**src/rtl/store_drain_unit_pkg.sv**
```systemverilog
// Shared types for the store drain unit: FSM state, held write request and the
// optional statistics bundle (only present when STORE_DRAIN_STATS_EN is defined).
package store_drain_unit_pkg;

    typedef enum logic {
        IDLE  = 1'b0,
        DRAIN = 1'b1
    } store_drain_state_t;

    typedef struct packed {
        logic [29:0] addr;
        logic [3:0]  be;
        logic [31:0] data;
    } store_drain_req_t;

`ifdef STORE_DRAIN_STATS_EN
    typedef struct packed {
        logic [31:0] writes;
        logic [31:0] credit_stalls;
        logic [31:0] bus_stalls;
    } store_drain_stats_t;
`endif

    // Byte address to word address: the bus only ever sees word-aligned writes.
    function automatic logic [29:0] word_addr(input logic [31:0] byte_addr);
        return byte_addr[31:2];
    endfunction

endpackage

```
**src/rtl/store_drain_unit_stats.sv**
```systemverilog
// Event counters for the store drain unit: accepted writes, credit stalls and
// bus stalls. All counters reset to zero and wrap on overflow.
// Only instantiated when STORE_DRAIN_STATS_EN is defined.
module store_drain_stats (
    input  logic        clk,
    input  logic        rst,
    input  logic        accept_i,
    input  logic        credit_stall_i,
    input  logic        bus_stall_i,
    output logic [31:0] stat_writes_o,
    output logic [31:0] stat_credit_stalls_o,
    output logic [31:0] stat_bus_stalls_o
);
    logic [2:0]  inc;
    logic [31:0] cnt_q [3];

    assign inc = {bus_stall_i, credit_stall_i, accept_i};

    generate
        for (genvar gi = 0; gi < 3; gi++) begin : g_cnt
            // One free-running wrap-around counter per event.
            always_ff @(posedge clk) begin
                if (rst) begin
                    cnt_q[gi] <= '0;
                end else if (inc[gi]) begin
                    cnt_q[gi] <= cnt_q[gi] + 32'd1;
                end
            end
        end
    endgenerate

    assign stat_writes_o        = cnt_q[0];
    assign stat_credit_stalls_o = cnt_q[1];
    assign stat_bus_stalls_o    = cnt_q[2];

endmodule

```
**src/rtl/store_drain_unit.sv**
```systemverilog
// Store drain unit: pops released stores from the store queue, issues them as
// word-aligned writes, limits writes awaiting ack, and completes fences.
// Optional statistics outputs are enabled by defining STORE_DRAIN_STATS_EN.
module store_drain_unit
    import store_drain_unit_pkg::*;
#(
    parameter int MAX_OUTSTANDING = 4
) (
    input  logic        clk,
    input  logic        rst,
    input  logic        sq_valid,
    input  logic [31:0] sq_addr,
    input  logic [3:0]  sq_be,
    input  logic [31:0] sq_data,
    output logic        sq_pop,
    input  logic        sq_no_released_pending,
    input  logic        fence_req,
    output logic        fence_done,
    output logic        mem_req,
    output logic [29:0] mem_addr,
    output logic [3:0]  mem_be,
    output logic [31:0] mem_wdata,
    input  logic        mem_ready,
    input  logic        mem_ack,
    output logic        idle
`ifdef STORE_DRAIN_STATS_EN
    ,
    output logic [31:0] stat_writes,
    output logic [31:0] stat_credit_stalls,
    output logic [31:0] stat_bus_stalls
`endif
);
    localparam int CNT_W = $clog2(MAX_OUTSTANDING + 1);
    localparam logic [CNT_W:0] MAX_C = (CNT_W + 1)'(MAX_OUTSTANDING);

    store_drain_req_t   req_q;
    logic               mem_req_q, mem_req_d;
    logic [CNT_W-1:0]   outstanding_q, outstanding_d;
    store_drain_state_t state_q;
    logic               fence_done_q;

    logic [CNT_W:0]     inflight;
    logic               credit_ok;
    logic               accept;
    logic               drain_ok;
    logic               unused_addr_lsb;

    // The low address bits are implied by the lane-aligned byte enables.
    assign unused_addr_lsb = &{1'b0, sq_addr[1:0]};

    // Conservative credit: a held but not yet accepted request already uses a slot.
    assign inflight  = {1'b0, outstanding_q} + {{CNT_W{1'b0}}, mem_req_q};
    assign credit_ok = inflight < MAX_C;
    assign sq_pop    = sq_valid & credit_ok & (~mem_req_q | mem_ready) & ~rst;
    assign accept    = mem_req_q & mem_ready;
    assign mem_req_d = sq_pop | (mem_req_q & ~mem_ready);

    // Outstanding count: +1 on accept, -1 on ack, saturating at zero on a stray ack.
    always_comb begin
        outstanding_d = outstanding_q;
        if (accept && !mem_ack) begin
            outstanding_d = outstanding_q + CNT_W'(1);
        end else if (mem_ack && !accept && outstanding_q != '0) begin
            outstanding_d = outstanding_q - CNT_W'(1);
        end
    end

    assign drain_ok = sq_no_released_pending & ~mem_req_q & ~sq_pop & (outstanding_d == '0);

    // Request valid and credit counter; both are dropped by reset.
    always_ff @(posedge clk) begin
        if (rst) begin
            mem_req_q     <= 1'b0;
            outstanding_q <= '0;
        end else begin
            mem_req_q     <= mem_req_d;
            outstanding_q <= outstanding_d;
        end
    end

    // Request payload: loads only on a pop, so it is stable while the bus stalls.
    always_ff @(posedge clk) begin
        if (sq_pop) begin
            req_q <= '{addr: word_addr(sq_addr), be: sq_be, data: sq_data};
        end
    end

    // Fence FSM: waits for every prior store to be acked, then pulses fence_done once.
    always_ff @(posedge clk) begin
        if (rst) begin
            state_q      <= IDLE;
            fence_done_q <= 1'b0;
        end else begin
            fence_done_q <= 1'b0;
            case (state_q)
                IDLE: begin
                    if (fence_req) begin
                        if (drain_ok) begin
                            fence_done_q <= 1'b1;
                        end else begin
                            state_q <= DRAIN;
                        end
                    end
                end
                DRAIN: begin
                    if (drain_ok) begin
                        state_q      <= IDLE;
                        fence_done_q <= 1'b1;
                    end
                end
                default: state_q <= IDLE;
            endcase
        end
    end

    assign mem_req    = mem_req_q;
    assign mem_addr   = req_q.addr;
    assign mem_be     = req_q.be;
    assign mem_wdata  = req_q.data;
    assign fence_done = fence_done_q;
    assign idle       = ~mem_req_q & (outstanding_q == '0);

    // An ack with nothing outstanding is a bus protocol error.
    a_no_stray_ack: assert property (@(posedge clk) disable iff (rst)
        !(mem_ack && outstanding_q == '0));

    // The credit rule must make an accept at full occupancy impossible.
    a_no_overcredit: assert property (@(posedge clk) disable iff (rst)
        !(accept && {1'b0, outstanding_q} == MAX_C));

`ifdef STORE_DRAIN_STATS_EN
    store_drain_stats u_stats (
        .clk                  (clk),
        .rst                  (rst),
        .accept_i             (accept),
        .credit_stall_i       (sq_valid & ~credit_ok),
        .bus_stall_i          (mem_req_q & ~mem_ready),
        .stat_writes_o        (stat_writes),
        .stat_credit_stalls_o (stat_credit_stalls),
        .stat_bus_stalls_o    (stat_bus_stalls)
    );
`endif

endmodule
```
**config.mk**
```make
export PLATFORM = sky130hd
export DESIGN_NAME = store_drain_unit
export DESIGN_NICKNAME = d
export VERILOG_FILES = /design/src/rtl/store_drain_unit_pkg.sv /design/src/rtl/store_drain_unit_stats.sv /design/src/rtl/store_drain_unit.sv
export SDC_FILE = /design/constraint.sdc
export NUM_CORES = 1
export LEC_CHECK = 0
export ABC_AREA = 0
export BUFFER_PORTS_ARGS = -buffer_cell sky130_fd_sc_hd__buf_2
export CORE_ASPECT_RATIO = 1.75
export CORE_MARGIN = 5
export CORE_UTILIZATION = 46
export DETAILED_ROUTE_END_ITERATION = 8
export GPL_TIMING_DRIVEN = 0
export PLACE_DENSITY = 0.95
export SLEW_MARGIN = 30
export SYNTH_ARGS = -nofsm -noshare
export SYNTH_HDL_FRONTEND = slang
export SYNTH_SLANG_ARGS = --single-unit
```
**constraint.sdc**
```tcl
create_clock -name clk -period 8.6 [get_ports clk]
set_input_delay 0.86 -clock clk [delete_from_list [all_inputs] [get_ports clk]]
set_output_delay 0.86 -clock clk [all_outputs]
set_load 0.02 [all_outputs]
```
# After elaboration in Yosys (flattened, before gate mapping)
# Index checks and enable logic that the tools add are counted.
[classes] addsub=3 magnitude_cmp=1 mux=8 bitwise=16 reduce_logical=8
[ops] operator="bitwise AND 1 bit" count=9
[ops] operator="logical NOT 3 bit" count=2
[ops] operator="2-to-1 mux 3 bit" count=2
[ops] operator="inverter 1 bit" count=5
[ops] operator="adder 3 x 1 -> 4 bit" count=1
[ops] operator="< comparator 4 x 3 -> 1 bit, second input constant" count=1
[ops] operator="2-to-1 mux 1 bit" count=4
[ops] operator="case mux 1 bit (2 select lines)" count=2
[ops] operator="adder 3 x 1 -> 3 bit, second input constant" count=1
[ops] operator="logical AND 1 bit" count=3
[ops] operator="nonzero test 3 bit" count=1
[ops] operator="subtractor 3 x 1 -> 3 bit, second input constant" count=1
[ops] operator="logical NOT 1 bit" count=2
[ops] operator="OR 1 bit" count=2
[totals] ff_bits=72 in_bits=75 output_inout_bits=70

# Logic depth before layout (Yosys ltp)
[logic_depth] depth_word=11 mapped_depth=6 depth_no_buf=6

# Worst setup path before layout
# Ideal clock, no wire load.
[synth_path] path_kind="input-to-output" from="input port rst" to="output port sq_pop" t_arrival_ps=4769 required_ps=7740 slack_ps=2971 stages=2 n_path_buf=0 path_cell_list="or3b_1 a21oi_1"
[synth_via] elab_chain_cells=2
[synth_lines] element="start: declaration" line="store_drain_unit.sv:10" text="input logic rst,"
[synth_lines] element="inverter 1 bit" line="store_drain_unit.sv:54" text="assign sq_pop = sq_valid & credit_ok & (~mem_req_q | mem_ready) & ~rst;"
[synth_lines] element="bitwise AND 1 bit" line="store_drain_unit.sv:54"
[synth_lines] element="end: declaration" line="store_drain_unit.sv:15" text="output logic sq_pop,"
# No other way between the ends.

# Final worst setup path
# Ends and elaborated chain as after synthesis.

==> out/qor.yml <==
place_congestion: 0.799
outcome: "complete, no violations"
syn2layout_area_growth_pct: 45.5
synth-seq-cells: 72
holdBufCountCts: 0
min_period_ps: 3230
setup_viol: 0
worst_setup_path_end_kind: "output port"
wirelength_um: 5800
final_util_pct: 69.4
synth_top_cell_area_share_pct: 82.8
cp-start-kind: "input pin"
fmaxAchievable_mhz: 310
die-height_um: 105
grt_max_degree: 22
clockBufferDepth: 2
p_leak_nw: 1.51
ys_seq_area_share_pct: 87.8
finalHoldViolCount: 0
hold_path_class: "reg2reg"
grt.total_usage_pct: 17.8
final_antenna_net_count: 0
hold_path_depth: 2
syn_nets: 191
cp_max_fo: 21
drv_slew: 0
clockRootBuffer: "clkbuf_8"
clock_latency_ps: 330
clk_pin_slew_ps: 70
dp_hpwl_um: 4600
maxCapViolations: 0
synth_area_per_cell_um2: 21.2
core_area_um2: 5020
placed_cells: 311
relSlewSlack_pct: 58.5
finalPower_mw: 0.855
pin_count: 145
hold_end: "state_q"
fin_skew_ps: 7.98
syn-cell-area_um2: 2390
overflow: 0
antenna_found_initial: 0
r2r-start: "outstanding_q[2]"
layout.nets: 346
fin_crit_sh_pct: 37.6
numCtsBuffers: 9
max-vdd-ir-drop_v: 0.000143
reg2reg_slack_ps: 6600
cts_resized: 0
regToRegEndpoint: "mem_addr[11]"
tritoncts: "built"
stdcell_count: 327
drt_pass1_iterations: 4
die_area_um2: 6810
setup.worst_path.class: "in2out"
reg2regPathDepth: 4
portBuffers: 141
setup_tns_ps: 0
ys_types: 29
drive_gt1_share_pct: 60.4
grt_pass1_vias: 1709
power.density_nw_per_um2: 245
synthTopCellsByArea: "edfxtp_1 (83%), dfxtp_1 (5.0%), ha_1 (1.6%)"
clkSinkCount: 72
die_width_um: 64.5
vias_per_cell: 4.92
rsz0062_at_grt: "false"
drt_iter0_markers: 91
syn_inst: 113
avgRoutedWirePerCell_um: 17.7
yosys_warnings: 0
hp-start: "state_q"
start_util_pct: 47.7
post-cts-setup-buffers: 0
worstPathRequired_ps: 7740
grt_pass1_wl_um: 8800
diodes: 0
yosysTopAreaCell: "edfxtp_1"
rows: 34
tightest_slew_ps: 622
htreeDepth: 3
vias: 1609
drc: 0
cp.arrival_ps: 2370
[area by class of cell]
| type | instances | area (um2) |
|---|---|---|
| sequential | 72 | 2100 |
| inverter | 3 | 11.3 |
| clock inverter | 6 | 108 |
| timing repair buffer | 144 | 776 |
| clock buffer | 10 | 128 |
| multi-input combinational | 37 | 282 |
| fill | 371 | 1540 |
| tap | 54 | 67.6 |
| buffer | 1 | 11.3 |
[kinds of logic (layout without fill, tap and decap cells)]
| group | count (synthesis) | after routing | share of synthesized area [%] |
|---|---|---|---|
| AO/OA/AOI/OAI | 14 | 14 | 4.91 |
| adder cells (fa/ha/maj) | 3 | 3 | 1.57 |
| buffers and inverters | 4 | 164 | 0.940 |
| flip-flops | 72 | 72 | 87.8 |
| AND/OR/NAND/NOR | 20 | 20 | 4.81 |
[Yosys cell counts]
master	count
nor2_2	1
inv_1	3
nor2_1	6
and2_4	1
a21o_1	1
o21ba_1	1
a311oi_2	1
and4_1	1
a311oi_1	1
a211oi_2	1
dfxtp_1	6
o31ai_1	1
o21ai_1	1
nand4b_1	2
edfxtp_1	66
ha_1	3
o31ai_2	1
or3b_1	1
a211oi_1	1
or2_1	1
buf_6	1
o211a_1	1
nand3_1	1
a31oi_1	1
a21oi_1	3
nand2b_1	1
nor2b_1	1
nand3b_1	1
nand2_1	3
[placed cells by master (no fill, tap or decap), types with 2 or more instances in the layout]
cell / n
dfxtp_1: 6
clkbuf_8: 9
ha_1: 3
edfxtp_1: 66
bufinv_16: 3
nand4b_1: 2
inv_1: 3
buf_16: 2
buf_2: 141
nor2_1: 6
nand2_1: 3
a21oi_1: 2
[critical path: stages]
cell     delay (ps)
buf_2           140
or3b_1          410
a21oi_4         520
buf_16          250
buf_2           190
[sequential cells by signal, indices dropped and copies added, names as in the netlist]
signal         cells
mem_addr          30
fence_done         1
outstanding_q      3
state_q            1
mem_be             4
mem_wdata         32
mem_req            1
[worst max path at each step]
stage / start / slack [ps] / to / cells after the start
2_1_floorplan: rst / 2970 / sq_pop / 2
3_3_place_gp: rst / 1520 / sq_pop / 4
3_5_place_dp: rst / 5360 / sq_pop / 5
4_1_cts: rst / 5360 / sq_pop / 5
5_1_grt: rst / 5290 / sq_pop / 5
6_report: rst / 5370 / sq_pop / 5
[power by group]
group | internal, mW | switching [mW] | leakage [nW] | total, mW
combinational | 0.0484 | 0.0766 | 0.723 | 0.125
sequential | 0.411 | 0.00952 | 0.666 | 0.421
clock | 0.192 | 0.117 | 0.118 | 0.309
total | 0.651 | 0.203 | 1.51 | 0.855
[routing by layer]
layer  part of all wire [%]  global-route usage (%)  up-vias  wire, um
li1                       -                       -      753         -
met1                     32                    16.3      788      1830
met2                     62                    34.5       60      3580
met3                    5.0                    4.79        8       289
met4                    1.8                    8.62        0       103
met5                      0                       0        -         0
[through the flow]
| stage | setup slack (ps) | instance area [um2] | hold slack [ps] |
|---|---|---|---|
| final | 5370 | 3480 | 540 |
| after global routing | 5290 | 3480 | 563 |
| after CTS | 5360 | 3480 | 546 |
| after detailed placement | 5360 | 3250 | 536 |
| after global placement | 1520 | 3170 | 514 |
| after floorplan | 2970 | 2390 | 484 |
Power figures use the tool's default switching activity.
